File: config.mk
export PLATFORM = sky130hd
export DESIGN_NAME = vga_fb_arbiter
export DESIGN_NICKNAME = d
export VERILOG_FILES = /design/src/rtl/vga_pkg.sv /design/src/rtl/vga_fetch_addr.sv /design/src/rtl/vga_fb_arbiter.sv
export SDC_FILE = /design/constraint.sdc
export NUM_CORES = 1
export LEC_CHECK = 0
export ABC_AREA = 1
export CAP_MARGIN = 20
export CORE_MARGIN = 5
export CORE_UTILIZATION = 59
export CTS_BUF_LIST = sky130_fd_sc_hd__clkbuf_2
export DETAILED_ROUTE_END_ITERATION = 6
export HOLD_SLACK_MARGIN = 0.15
export PLACE_DENSITY = 0.84
export SLEW_MARGIN = 20
export SYNTH_ARGS = -nofsm -noshare
export SYNTH_HDL_FRONTEND = slang
export SYNTH_SLANG_ARGS = --single-unit
File: constraint.sdc
create_clock -name clk -period 4.1 [get_ports clk]
set_clock_uncertainty 0.1 [all_clocks]
set_input_delay 0.82 -clock clk [delete_from_list [all_inputs] [get_ports clk]]
set_output_delay 0.82 -clock clk [all_outputs]
set_load 0.02 [all_outputs]
File: src/rtl/vga_pkg.sv
// Shared framebuffer geometry, arbiter state encoding and the row-major address helper
// for the 160x120 VGA framebuffer.
package vga_pkg;

  localparam int H_ACTIVE   = 640;
  localparam int H_TOTAL    = 800;
  localparam int V_ACTIVE   = 480;
  localparam int V_TOTAL    = 525;
  localparam int SCALE_LOG2 = 2;
  localparam int FB_W       = H_ACTIVE >> SCALE_LOG2;
  localparam int FB_H       = V_ACTIVE >> SCALE_LOG2;
  localparam int FB_WORDS   = FB_W * FB_H;
  localparam int FB_AW      = 15;

  typedef enum logic {
    ST_IDLE,
    ST_CLEAR
  } arb_state_t;

  // y*160 + x as y*128 + y*32 + x, so no multiplier is inferred
  function automatic logic [FB_AW-1:0] fb_addr(input logic [6:0] y, input logic [7:0] x);
    return ({8'd0, y} << 7) + ({8'd0, y} << 5) + {7'd0, x};
  endfunction

endpackage

File: src/rtl/vga_fetch_addr.sv
// Look-ahead scan-out fetch: decides whether the next cycle is a display read and
// computes the framebuffer word needed two pixels ahead of the VGA counters.
module vga_fetch_addr
  import vga_pkg::*;
(
  input  logic [9:0]       hcount,
  input  logic [9:0]       vcount,
  output logic             fetch_en,
  output logic [FB_AW-1:0] fetch_addr
);

  logic [10:0] nx_raw;
  logic [10:0] nx;
  logic [9:0]  ny;

  always_comb begin
    nx_raw = {1'b0, hcount} + 11'd2;
    nx     = nx_raw;
    ny     = vcount;
    if (nx_raw >= 11'(H_TOTAL)) begin
      nx = nx_raw - 11'(H_TOTAL);
      ny = (vcount >= 10'(V_TOTAL - 1)) ? 10'd0 : vcount + 10'd1;
    end
    fetch_en   = (nx[1:0] == 2'b00) && (nx < 11'(H_ACTIVE)) && (ny < 10'(V_ACTIVE));
    fetch_addr = fb_addr(ny[8:2], nx[9:2]);
  end

endmodule

File: src/rtl/vga_fb_arbiter.sv
// Single-port framebuffer arbiter: display prefetch, hardware clear engine and a
// one-entry host write buffer sharing one RAM port.
//   state    | meaning
//   ST_IDLE  | free slots serve the pending host write
//   ST_CLEAR | free slots write clr_color to addr 0..FB_WORDS-1
module vga_fb_arbiter
  import vga_pkg::*;
(
  input  logic        clk,
  input  logic        rst_n,
  input  logic [9:0]  hcount,
  input  logic [9:0]  vcount,
  output logic [14:0] ram_addr,
  output logic        ram_we,
  output logic [2:0]  ram_wdata,
  input  logic [2:0]  ram_rdata,
  output logic [2:0]  pix_rgb,
  input  logic        wr_valid,
  output logic        wr_ready,
  input  logic [7:0]  wr_x,
  input  logic [6:0]  wr_y,
  input  logic [2:0]  wr_rgb,
  input  logic        clr_req,
  input  logic [2:0]  clr_rgb,
  output logic        clr_busy,
  output logic        err_oor
);

  logic             fetch_en;
  logic [FB_AW-1:0] fetch_addr;

  arb_state_t       state, state_d;
  logic [FB_AW-1:0] clr_cnt, clr_cnt_d;
  logic [2:0]       clr_color;

  logic             pend_valid;
  logic [FB_AW-1:0] pend_addr;
  logic [2:0]       pend_rgb;
  logic             pend_issue;

  logic [FB_AW-1:0] addr_d;
  logic             we_d;
  logic [2:0]       wdata_d;

  logic [1:0]       rd_pipe;
  logic [2:0]       pix_word;
  logic             active_q;

  logic             accept;
  logic             wr_oor;

  vga_fetch_addr u_fetch (
    .hcount     (hcount),
    .vcount     (vcount),
    .fetch_en   (fetch_en),
    .fetch_addr (fetch_addr)
  );

  assign wr_ready = !pend_valid && (state == ST_IDLE);
  assign clr_busy = (state == ST_CLEAR);
  assign accept   = wr_valid && wr_ready;
  assign wr_oor   = (wr_x >= 8'(FB_W)) || (wr_y >= 7'(FB_H));
  assign pix_rgb  = active_q ? pix_word : 3'b000;

  always_comb begin
    state_d    = state;
    clr_cnt_d  = clr_cnt;
    addr_d     = ram_addr;
    we_d       = 1'b0;
    wdata_d    = ram_wdata;
    pend_issue = 1'b0;
    case (state)
      ST_IDLE: begin
        if (clr_req) begin
          state_d   = ST_CLEAR;
          clr_cnt_d = '0;
        end
      end
      ST_CLEAR: begin
        if (!fetch_en) begin
          addr_d    = clr_cnt;
          we_d      = 1'b1;
          wdata_d   = clr_color;
          clr_cnt_d = clr_cnt + 15'd1;
          if (clr_cnt == 15'(FB_WORDS - 1)) state_d = ST_IDLE;
        end
      end
      default: state_d = ST_IDLE;
    endcase
    if (fetch_en) begin
      addr_d = fetch_addr;
    end else if (state == ST_IDLE && !clr_req && pend_valid) begin
      // a write pending when the clear starts is held so it lands on top of the cleared image
      addr_d     = pend_addr;
      we_d       = 1'b1;
      wdata_d    = pend_rgb;
      pend_issue = 1'b1;
    end
  end

  always_ff @(posedge clk or negedge rst_n) begin
    if (!rst_n) begin
      state     <= ST_IDLE;
      clr_cnt   <= '0;
      clr_color <= 3'b000;
      ram_addr  <= '0;
      ram_we    <= 1'b0;
      ram_wdata <= 3'b000;
    end else begin
      state     <= state_d;
      clr_cnt   <= clr_cnt_d;
      ram_addr  <= addr_d;
      ram_we    <= we_d;
      ram_wdata <= wdata_d;
      if (state == ST_IDLE && clr_req) clr_color <= clr_rgb;
    end
  end

  always_ff @(posedge clk or negedge rst_n) begin
    if (!rst_n) begin
      pend_valid <= 1'b0;
      pend_addr  <= '0;
      pend_rgb   <= 3'b000;
      err_oor    <= 1'b0;
    end else begin
      if (pend_issue) pend_valid <= 1'b0;
      if (accept) begin
        if (wr_oor) begin
          err_oor <= 1'b1;
        end else begin
          pend_valid <= 1'b1;
          pend_addr  <= fb_addr(wr_y, wr_x);
          pend_rgb   <= wr_rgb;
        end
      end
    end
  end

  // read data returns two cycles after the fetch decision; word is then shown for 4 pixels
  always_ff @(posedge clk or negedge rst_n) begin
    if (!rst_n) begin
      rd_pipe  <= 2'b00;
      pix_word <= 3'b000;
      active_q <= 1'b0;
    end else begin
      rd_pipe  <= {rd_pipe[0], fetch_en};
      active_q <= (hcount < 10'(H_ACTIVE)) && (vcount < 10'(V_ACTIVE));
      if (rd_pipe[1]) pix_word <= ram_rdata;
    end
  end

endmodule

==> run_results.csv <==
group,metric,value,unit
status,status,"completed",
die,start_util,59.75,%
power,peakVddDrop,0.2243,mV
synthesis,syn_area,0.004569,mm²
placement,dp_hpwl,9.604,mm
cells_and_area,drive_gt1_share,17.49,%
cts,cts_made_buffers,9,
cts,cts_tree,"done",
timing,rsz0062_at_grt,"yes",
cells_and_area,area_delta_synth_final,33.57,%
routing,via_count,4720,
synthesis,synth-edff-count,0,
timing,setup_violations,0,
cts,path_clk_slew,0.18,ns
timing,fin_crit,4.017,ns
synthesis,synth.area.top_cells,"dfrtp_1, nand2_1, nand3_1",
synthesis,ys_seq_area_share,35.05,%
synthesis,yosysTopAreaCell,"dfrtp_1",
synthesis,async_reset_ff_share,100.0,%
global_routing,grt_max_degree,49,
cts,clk_path_buf_depth,2,
cells_and_area,design_area,0.006103,mm²
die,dieWidth,98.01,µm
job,cap_viol_max_count,0,
worst_setup_path,crit_arrival,4.32,ns
synthesis,synth_most_common_cell,"nand2_1",
power,swShare,37.27,%
placement,post_dp_cell_area,0.005813,mm²
cts,htreeDepth,3,
synthesis,synthCells,616,
global_routing,grt.total_usage,26.69,%
cells_and_area,num-nets-final,827,
placement,place_congestion,0.8950,
global_routing,grt_pass1_vias,4439,
worst_setup_path,worstPathMaxFanout,4,
timing,worst_pin_slew,0.7460,ns
worst_setup_path,cp-end-kind,"register",
routing,wire_per_inst,14.98,µm
hold_path,hold_path_class,"in -> async",
routing,drt_wl_total,12.75,mm
power,pwr-share-seq,41.2,%
timing,drv_slew,0,
cells_and_area,final_util,79.81,%
die,die_h,98.01,µm
power,intPower,1299,µW
cells_and_area,multi_input_area,0.002768,mm²
global_routing,grt_pass1_wl,20.91,mm
die,die-area,0.009605,mm²
synthesis,ys.flop_type,"dfrtp_1",
synthesis,synth_cell_types,35,
power,p_leak,0.003067,µW
cells_and_area,fillCellCount,489,
global_routing,grt.overflow.total,0,
routing,route.detailed.drc,0,
synthesis,syn_avg_cell_area,7.418,µm²
synthesis,synth_common_cells,"nand2_1, nand3_1, inv_1, dfrtp_1, nor2_1",
cts,clock_sinks,64,
synthesis,synth_seq_cells,64,
routing,first_iter_violations,419,
worst_setup_path,r2r-start,"clr_busy",
timing,fmax,0.2489,GHz
timing,relSlewSlack,50.14,%
cells_and_area,regArea,0.001602,mm²
synthesis,syn_nets,699,
routing,vias_per_cell,5.546,
cts,ctsRootBufferMaster,"clkbuf_2",
die,design.core.area,0.007647,mm²
power,clkPwrFrac,17.7,%
power,switching_power,771.7,µW
synthesis,synth_top_area_share,35.05,%
worst_setup_path,cp-startpoint,"hcount[2]",
die,ios,73,
timing,hold_violations,0,
cells_and_area,n_antenna_cell,0,
placement,io_buffers,72,
worst_setup_path,required,4.40,ns
power,p_comb_share,41.1,%
cts,hold_buffers,0,
routing,firstDrtPassIters,5,
worst_setup_path,start_kind,"input port",
timing,period_share,97.98,%
die,std_cell_rows,32,
global_routing,antenna_found_initial,0,
routing,detail-route-antenna-nets,0,
synthesis,yosysWarnings,0,
cts,clock_latency,0.50,ns
power,power_density,339.2,mW/mm²
worst_setup_path,crit_type,"in -> reg",
-- per-stage QoR --
stage | TNS (ns) | hold WS [ns] | worst slack [ns] | total power, µW | std cells
floorplan | -0.2846 | 0.2312 | -0.1631 | 1300 | 616
global placement | -3.703 | 0.2387 | -0.6879 | 1624 | 829
detailed placement | -4.930 | 0.2418 | -0.9005 | 1665 | 829
CTS | 0 | 0.2774 | 0.009405 | 2042 | 848
global route | -0.1621 | 0.2225 | -0.1252 | 2205 | 851
finish | 0 | 0.2059 | 0.08297 | 2071 | 851
-- cell families (layout without fill, tap and decap cells) --
logic type	count (synthesis)	in the layout	share of synthesized area, %
simple gates	321	321	32.15
xor+xnor	19	19	3.642
buf+inv	92	225	8.379
flops	64	64	35.05
fa+ha+maj	35	35	10.24
compound gates	79	79	9.064
mux	6	6	1.479
-- cell usage in the layout (no fill, tap or decap), drive strengths merged --
master / count
a21oi: 15
a31oi: 2
buf: 67
bufinv: 1
clkbuf: 12
clkdlybuf4s50: 63
clkinv: 4
dfrtp: 64
dlymetal6s2s: 3
fa: 4
ha: 31
inv: 75
mux2: 6
nand2: 154
nand3: 88
nand3b: 3
nand4: 16
nor2: 51
nor3: 4
nor4: 1
o211ai: 1
o21a: 1
o21ai: 55
o21bai: 3
o22ai: 1
o31ai: 1
or2: 4
xnor2: 6
xor2: 13
-- final timing paths --
check,end,slack [ns],cells after the start
min in group clk,rd_pipe[1],0.29,0
max,ram_addr[14],0.08,26
min reg2reg,rd_pipe[1],0.29,0
max reg2reg,ram_wdata[1],1.66,6
max in group asynchronous,ram_addr[9],3.03,2
min,rd_pipe[0],0.21,1
-- area by class of cell --
cell class	instances	share of cell area (%)
flip-flops and latches	64	26.24
multi-input cells	460	45.35
clock inverters	5	0.7790
well taps	102	2.091
clock buffers	11	0.9020
repair buffers	134	19.99
inverters	75	4.654
-- routing by layer --
layer	track usage [%]	vias to the layer above	wire length, µm
met4	8.839	0	336
met5	0	-	0
met1	35.92	2229	5533
met2	43.14	182	6145
li1	-	2279	-
met3	5.500	30	732
-- registers in the layout (all words and copies together) (netlist names) --
name        cells
active_q        1
clr_busy        1
clr_cnt        15
clr_color       3
err_oor         1
pend_addr      15
pend_rgb        3
pend_valid      1
pix_word        3
ram_addr       15
ram_wdata       3
ram_we          1
rd_pipe         2
-- what timing repair did --
| action | CTS | global route |
|---|---|---|
| setup endpoints to repair | 6 | 5 |
| pin swaps | 4 | 21 |
| setup buffers | 3 | 3 |
| resized for setup | 15 | 37 |
-- power by group through the flow --
stage	combinational [µW]	clock (µW)	sequential (µW)
final	851	366	854
after global placement	768	0	857
after CTS	824	366	851
after detailed placement	801	0	864
after floorplan	406	0	894
after global routing	945	394	867
-- worst max-delay path, stage by stage --
cell	delay [ns]
buf_8	0.09
ha_4	0.14
nand3_4	0.08
xor2_4	0.16
inv_1	0.06
ha_2	0.15
nand3b_1	0.07
nor2_1	0.10
nand2_1	0.07
nor2_2	0.15
nand2_4	0.07
nand3_4	0.09
inv_4	0.06
nor3_4	0.22
o21ai_2	0.11
fa_1	0.52
inv_2	0.05
fa_2	0.38
a31oi_4	0.20
nor2_2	0.07
o21ai_1	0.12
nand2_1	0.12
a21oi_2	0.22
nor2_2	0.07
nand2_1	0.06
nand3_1	0.07
Power figures use the tool's default switching activity.
